### src/rtl/mem_pkg.sv
// Shared types and constants for the data-memory responder.
package mem_pkg;

  // Access sequencer states.
  typedef enum logic [1:0] {
    IDLE = 2'd0,
    WAIT = 2'd1,
    RESP = 2'd2
  } mem_state_t;

  localparam int unsigned WORD_BYTES = 4;
  localparam int unsigned DATA_W     = 32;
  localparam int unsigned CNT_W      = 4;

  // Number of word-index bits for a power-of-two depth.
  function automatic int unsigned idx_width(input int unsigned depth);
    return $clog2(depth);
  endfunction

endpackage

### src/rtl/dmem_array.sv
// Word RAM with registered read and per-byte-lane synchronous write.
// Ports:
//   clk      - clock
//   rd_en    - capture mem[rd_idx] into rd_data on this edge
//   rd_idx   - read word index
//   rd_data  - registered read data (holds when rd_en is low)
//   wr_be    - byte-lane write enables, lane k = bits [8k+7:8k]
//   wr_idx   - write word index
//   wr_data  - write data, lanes selected by wr_be
module dmem_array
  import mem_pkg::*;
#(
  parameter int unsigned DEPTH_WORDS = 64,
  parameter int unsigned IW          = idx_width(DEPTH_WORDS)
) (
  input  logic                  clk,
  input  logic                  rd_en,
  input  logic [IW-1:0]         rd_idx,
  output logic [DATA_W-1:0]     rd_data,
  input  logic [WORD_BYTES-1:0] wr_be,
  input  logic [IW-1:0]         wr_idx,
  input  logic [DATA_W-1:0]     wr_data
);

  logic [DATA_W-1:0] mem_q [DEPTH_WORDS];
  logic [DATA_W-1:0] rd_data_q, rd_data_d;

  // Read port holds its last value between reads.
  always_comb begin
    rd_data_d = rd_data_q;
    if (rd_en) rd_data_d = mem_q[rd_idx];
  end

  // Storage is intentionally not reset.
  always_ff @(posedge clk) begin
    rd_data_q <= rd_data_d;
    for (int k = 0; k < int'(WORD_BYTES); k++) begin
      if (wr_be[k]) mem_q[wr_idx][8*k +: 8] <= wr_data[8*k +: 8];
    end
  end

  assign rd_data = rd_data_q;

endmodule

### src/rtl/dmem_responder.sv
// Fixed-latency data-memory responder for the M stage of the pipeline.
// Ports:
//   clk, reset  - clock, asynchronous active-high reset
//   MemReqM     - condition-passed load/store present in M
//   MemWriteM   - 1 = store, 0 = load
//   ByteM       - byte access (LDRB/STRB), 0 = word
//   ALUResultM  - byte address
//   WriteDataM  - store data (byte stores use [7:0])
//   ReadDataM   - load result, valid in RESP, held otherwise
//   StallM      - combinational stall to the hazard unit
//   ErrM        - one-cycle fault pulse in RESP
module dmem_responder
  import mem_pkg::*;
#(
  parameter int unsigned DEPTH_WORDS = 64,
  parameter int unsigned LATENCY     = 2
) (
  input  logic              clk,
  input  logic              reset,
  input  logic              MemReqM,
  input  logic              MemWriteM,
  input  logic              ByteM,
  input  logic [DATA_W-1:0] ALUResultM,
  input  logic [DATA_W-1:0] WriteDataM,
  output logic [DATA_W-1:0] ReadDataM,
  output logic              StallM,
  output logic              ErrM
);

  localparam int unsigned IW = idx_width(DEPTH_WORDS);
  // Byte-address bits that fall inside the array.
  localparam int unsigned AW = IW + 2;

  mem_state_t        state_q, state_d;
  logic [CNT_W-1:0]  cnt_q, cnt_d;
  logic [AW-1:0]     addr_q, addr_d;
  logic [DATA_W-1:0] wdata_q, wdata_d;
  logic              wr_q, wr_d;
  logic              byte_q, byte_d;
  logic              fault_q, fault_d;
  logic              err_q, err_d;
  logic [DATA_W-1:0] read_data_q, read_data_d;

  logic                  in_fault_c;
  logic                  rd_en_c;
  logic [IW-1:0]         rd_idx_c;
  logic [DATA_W-1:0]     arr_rdata;
  logic [WORD_BYTES-1:0] wr_be_c;
  logic [DATA_W-1:0]     wr_data_c;
  logic [7:0]            lane_c;
  logic [DATA_W-1:0]     resp_data_c;

  // Out of range, or a word access not on a word boundary.
  assign in_fault_c = (ALUResultM[DATA_W-1:AW] != '0) |
                      (~ByteM & (ALUResultM[1:0] != 2'b00));

  // Sequencer next state and request latch.
  always_comb begin
    state_d = state_q;
    cnt_d   = cnt_q;
    addr_d  = addr_q;
    wdata_d = wdata_q;
    wr_d    = wr_q;
    byte_d  = byte_q;
    fault_d = fault_q;
    case (state_q)
      IDLE: begin
        if (MemReqM) begin
          addr_d  = ALUResultM[AW-1:0];
          wdata_d = WriteDataM;
          wr_d    = MemWriteM;
          byte_d  = ByteM;
          fault_d = in_fault_c;
          cnt_d   = CNT_W'(LATENCY - 1);
          state_d = (LATENCY == 1) ? RESP : WAIT;
        end
      end
      WAIT: begin
        cnt_d = cnt_q - CNT_W'(1);
        if (cnt_d == '0) state_d = RESP;
      end
      RESP:    state_d = IDLE;
      default: state_d = IDLE;
    endcase
  end

  // Array read happens on the edge entering RESP; with LATENCY=1 that is
  // the accepting edge, so the index comes straight from the input then.
  assign rd_en_c  = (state_d == RESP);
  assign rd_idx_c = (state_q == IDLE) ? ALUResultM[AW-1:2] : addr_q[AW-1:2];
  assign err_d    = (state_d == RESP) & fault_d;

  // Store commits on the edge leaving RESP unless it faulted.
  always_comb begin
    wr_be_c   = '0;
    wr_data_c = byte_q ? {WORD_BYTES{wdata_q[7:0]}} : wdata_q;
    if ((state_q == RESP) & wr_q & ~fault_q) begin
      wr_be_c = byte_q ? (WORD_BYTES'(1) << addr_q[1:0]) : '1;
    end
  end

  // Lane select and response data for RESP.
  always_comb begin
    case (addr_q[1:0])
      2'd0:    lane_c = arr_rdata[7:0];
      2'd1:    lane_c = arr_rdata[15:8];
      2'd2:    lane_c = arr_rdata[23:16];
      default: lane_c = arr_rdata[31:24];
    endcase
    if (fault_q | wr_q) resp_data_c = '0;
    else if (byte_q)    resp_data_c = {24'd0, lane_c};
    else                resp_data_c = arr_rdata;
  end

  assign read_data_d = (state_q == RESP) ? resp_data_c : read_data_q;

  always_ff @(posedge clk or posedge reset) begin
    if (reset) begin
      state_q     <= IDLE;
      cnt_q       <= '0;
      addr_q      <= '0;
      wdata_q     <= '0;
      wr_q        <= 1'b0;
      byte_q      <= 1'b0;
      fault_q     <= 1'b0;
      err_q       <= 1'b0;
      read_data_q <= '0;
    end else begin
      state_q     <= state_d;
      cnt_q       <= cnt_d;
      addr_q      <= addr_d;
      wdata_q     <= wdata_d;
      wr_q        <= wr_d;
      byte_q      <= byte_d;
      fault_q     <= fault_d;
      err_q       <= err_d;
      read_data_q <= read_data_d;
    end
  end

  dmem_array #(
    .DEPTH_WORDS(DEPTH_WORDS),
    .IW         (IW)
  ) u_array (
    .clk    (clk),
    .rd_en  (rd_en_c),
    .rd_idx (rd_idx_c),
    .rd_data(arr_rdata),
    .wr_be  (wr_be_c),
    .wr_idx (addr_q[AW-1:2]),
    .wr_data(wr_data_c)
  );

  // Combinational so the requesting instruction freezes in its first cycle.
  assign StallM    = ~reset & (((state_q == IDLE) & MemReqM) | (state_q == WAIT));
  assign ReadDataM = (state_q == RESP) ? resp_data_c : read_data_q;
  assign ErrM      = err_q;

endmodule

### config.mk
export PLATFORM = sky130hd
export DESIGN_NAME = dmem_responder
export DESIGN_NICKNAME = d
export VERILOG_FILES = /design/src/rtl/mem_pkg.sv /design/src/rtl/dmem_array.sv /design/src/rtl/dmem_responder.sv
export SDC_FILE = /design/constraint.sdc
export NUM_CORES = 2
export LEC_CHECK = 0
export BUFFER_PORTS_ARGS = -buffer_cell sky130_fd_sc_hd__clkbuf_2
export CORE_MARGIN = 2
export CORE_UTILIZATION = 25
export CTS_CLUSTER_DIAMETER = 80
export CTS_CLUSTER_SIZE = 25
export DETAILED_ROUTE_END_ITERATION = 8
export SLEW_MARGIN = 20
export SYNTH_ARGS = -nofsm -noshare
export SYNTH_HDL_FRONTEND = slang
export SYNTH_SLANG_ARGS = --single-unit
export TNS_END_PERCENT = 30
### constraint.sdc
create_clock -name clk -period 12.07 [get_ports clk]
set_input_delay 1.207 -clock clk [delete_from_list [all_inputs] [get_ports clk]]
set_output_delay 1.207 -clock clk [all_outputs]
set_load 0.1 [all_outputs]
==> metrics.md <==
| Metric | Value |
|---|---|
| Tmin final | `6.000 ns` |
| Status | `finished with violations` |
| Clock Skews | `0.04745 ns` |
| Die W | `597.0 um` |
| Relative slew margins | `0.1506` |
| Most frequent cells in the layout | `edfxtp_1, nand3_1, o211ai_1, nand2_1, o21ai_0` |
| Top-area cell type share of the netlist area | `0.7105` |
| Post-CTS Setup Bufs | `0` |
| Max Transition Viols Final | `0` |
| Syn nets | `5583` |
| Commonest non-fill, non-tap cell in the layout | `edfxtp_1` |
| Via count | `51990` |
| Largest net degree at the start of global routing | `225` |
| FF+latch count, synth | `2162` |
| Avg Inst Size Synth | `15.95 um^2` |
| Worst Max-Slew Pin Slew | `1.274 ns` |
| Setup TNS | `0 ns` |
| Setup ws final | `6.070 ns` |
| Worst-Skew Late Latency | `0.79 ns` |
| Post-cts sizing count | `0` |
| Final Hold Viols | `0` |
| Yosys Warn Count | `0` |
| Power share of the combinational group | `0.378` |
| Setup violations, final | `0` |
| Worst EP arrival | `4.79 ns` |
| Post-synth EDFFs | `2080` |
| Post-synthesis cell area | `87920 um^2` |
| Failing checks | `design-rule violations` |
| Req. time, crit path | `10.86 ns` |
| Clock Tree Buf Depth | `3` |
| IO Pins | `103` |
| Drt wl/cell | `26.38 um` |
| Clock Pin Slew Worst Setup and Hold Paths | `0.10 ns` |
| Pint | `0.01410 W` |
| CP Class | `reg -> out` |
| Starting density of the core | `0.2514` |
| Crit. End Element | `output port` |
| Hold Crit Class | `in -> async` |
| Worst setup SP type | `register` |
| VDD IR max | `0.2825 mV` |
| Main synth FF type | `edfxtp_1` |
| Mapped Cells | `5512` |
| Gp weighted congestion | `0.8447` |
| Clock Sinks | `2162` |
| DRT Wirelength | `266.3 mm` |
| First-pass GRT wire length | `372.8 mm` |
| Post-route ant nets | `0` |
| DR iter-0 viols | `7272` |
| Switching Power | `0.008821 W` |
| Hpwl dp | `162.2 mm` |
| Root buffer selected by CTS | `clkbuf_16` |
| Pwr dens | `236.2 nW/um^2` |
| Max-Cap Viols | `0` |
| Hold buffers post-CTS | `0` |
| Drt first pass iters | `9` |
| P_leak | `28.87 nW` |
| Die area | `356400 um^2` |
| Top cells by area, synth | `edfxtp_1, mux4_2, o211ai_1, mux2i_1, dfrtp_1` |
| Unique masters post-synth | `51` |
| Die Y | `597.0 um` |
| RSZ-0062 raised after global routing | `false` |
| Placeable Area | `349700 um^2` |
| DRC errors left | `118` |
| Layout area overhead | `10.39%` |
| Global route overflow | `0` |
| H-tree levels | `3` |
| Fmax | `0.1667 GHz` |
| Crit-path max FO | `86` |
| Row count | `217` |
| Async S/R FF share, synth | `0.03793` |
| Share of cells above drive strength 1 | `0.1243` |
| Final cycle utilization of the critical path | `0.4971` |
| Sequential Power Share | `0.444` |
| TritonCTS buffer count | `104` |
| Dominant cell type by area after synthesis | `edfxtp_1` |
| Vias in the first global route | `49330` |
| Switching Fraction | `0.3848` |
| CTS tree | `built` |
| Sequential cell area fraction in the yosys report | `0.7338` |
| Port buffer count | `102` |
| GRT Util Overall | `0.1441` |
| Initial antenna violation count | `27` |
| Place WS | `5.919 ns` |
| Final Net Count | `5464` |
| Via density | `5.151` |
| Clock network fraction of total power | `0.177` |
==> critical path, cell delays in order (launching register included) <==
cell and delay, ns:
dfrtp_1 0.69, nor2_4 0.27, buf_4 0.76, buf_4 0.84
and2_4 0.52, nor2_1 0.24, nor2_1 0.13, clkbuf_2 0.46
==> layer usage <==
metal,global-route usage,wire length (um)
met5,0.0001352,140
met4,0.07629,14930
met3,0.03360,27380
met2,0.2277,123200
met1,0.1834,100600
==> cells by family after synthesis <==
group / Yosys count / share of synthesized area
flip-flops: 2162 / 0.7338
AND/OR/NAND/NOR: 1377 / 0.07398
AO/OA/AOI/OAI: 1020 / 0.07758
multiplexers: 497 / 0.09335
buffers and inverters: 452 / 0.02082
XOR/XNOR: 2 / 0.0001993
adder cells (fa/ha/maj): 2 / 0.0002846
==> power by group through the flow <==
| stage | clock network (W) | registers (W) | logic (W) |
|---|---|---|---|
| 6_report | 0.00407 | 0.0102 | 0.00868 |
| 5_1_grt | 0.00436 | 0.0102 | 0.00916 |
| 4_1_cts | 0.00412 | 0.0102 | 0.00860 |
| 3_5_place_dp | 0 | 0.0103 | 0.00858 |
| 3_3_place_gp | 0 | 0.0103 | 0.00839 |
| 2_1_floorplan | 0 | 0.0104 | 0.00519 |
==> cell usage after synthesis (2+ instances only) <==
library cell,count
clkbuf_1,301
edfxtp_1,2080
nand3_1,352
o21ai_0,358
mux4_2,257
a22o_1,24
o21ai_1,3
nor2_1,308
nor3_1,73
and2_1,2
nand4_1,65
nand2b_1,164
mux2i_1,227
or4_1,34
dfrtp_1,82
a21oi_1,67
nor4b_1,3
buf_1,34
or4b_2,2
buf_6,3
a31oi_1,5
a32o_1,64
buf_4,4
a22oi_1,96
mux2_2,13
ha_1,2
a311oi_1,32
buf_2,77
o211ai_1,352
nand2_1,354
a221oi_1,7
o31ai_1,8
inv_1,32
nor4_1,6
or2_2,3
and3_1,3
==> area by class of cell <==
class	count	area [um^2]
clock buffer	135	2793
sequential	2162	64530
inverter	33	126.4
tap	4599	5754
clock inverter	32	319.1
timing repair buffer	194	1335
multi-input combinational	2898	22090
antenna	40	100.1
fill	34750	252700
==> path summary, 6_finish.rpt <==
| path | startpoint | to | slack, ns | cells past startpoint |
|---|---|---|---|---|
| worst max register to register | state_q[1]$_DFF_PP0_ | u_array.rd_data[9]$_DFFE_PN_ | 6.68 | 8 |
| min in group clk | read_data_q[3]$_DFF_PP0_ | read_data_q[3]$_DFF_PP0_ | 0.51 | 2 |
| worst min register to register | read_data_q[3]$_DFF_PP0_ | read_data_q[3]$_DFF_PP0_ | 0.51 | 2 |
| worst max-delay path | state_q[0]$_DFF_PP0_ | StallM | 6.07 | 7 |
| worst min-delay path | reset | cnt_q[2]$_DFFE_PP0P_ | 0.43 | 2 |
| max in group asynchronous | reset | byte_q$_DFFE_PP0P_ | 10.23 | 3 |
==> through the flow <==
step	area (um^2)	utilization	instances	hold slack (ns)	power, W
floorplan	87920	-	5512	0.4887	0.01561
global placement	93780	0.2682	9885	0.4787	0.01872
detailed placement	93800	0.2682	9885	0.4776	0.01892
CTS	96910	0.2771	10050	0.4013	0.02289
global route	96960	0.2773	10060	0.4653	0.02370
finish	97050	0.2775	10090	0.4293	0.02292
==> state kept, by name (all words and copies together), names as in the netlist <==
| name | cells |
|---|---|
| u_array.mem_q | 2048 |
| read_data_q | 32 |
| u_array.rd_data | 32 |
| wdata_q | 32 |
| addr_q | 8 |
| cnt_q | 4 |
| state_q | 2 |
| ErrM | 1 |
| byte_q | 1 |
| fault_q | 1 |
| wr_q | 1 |
(Power assumes the default switching activity.)
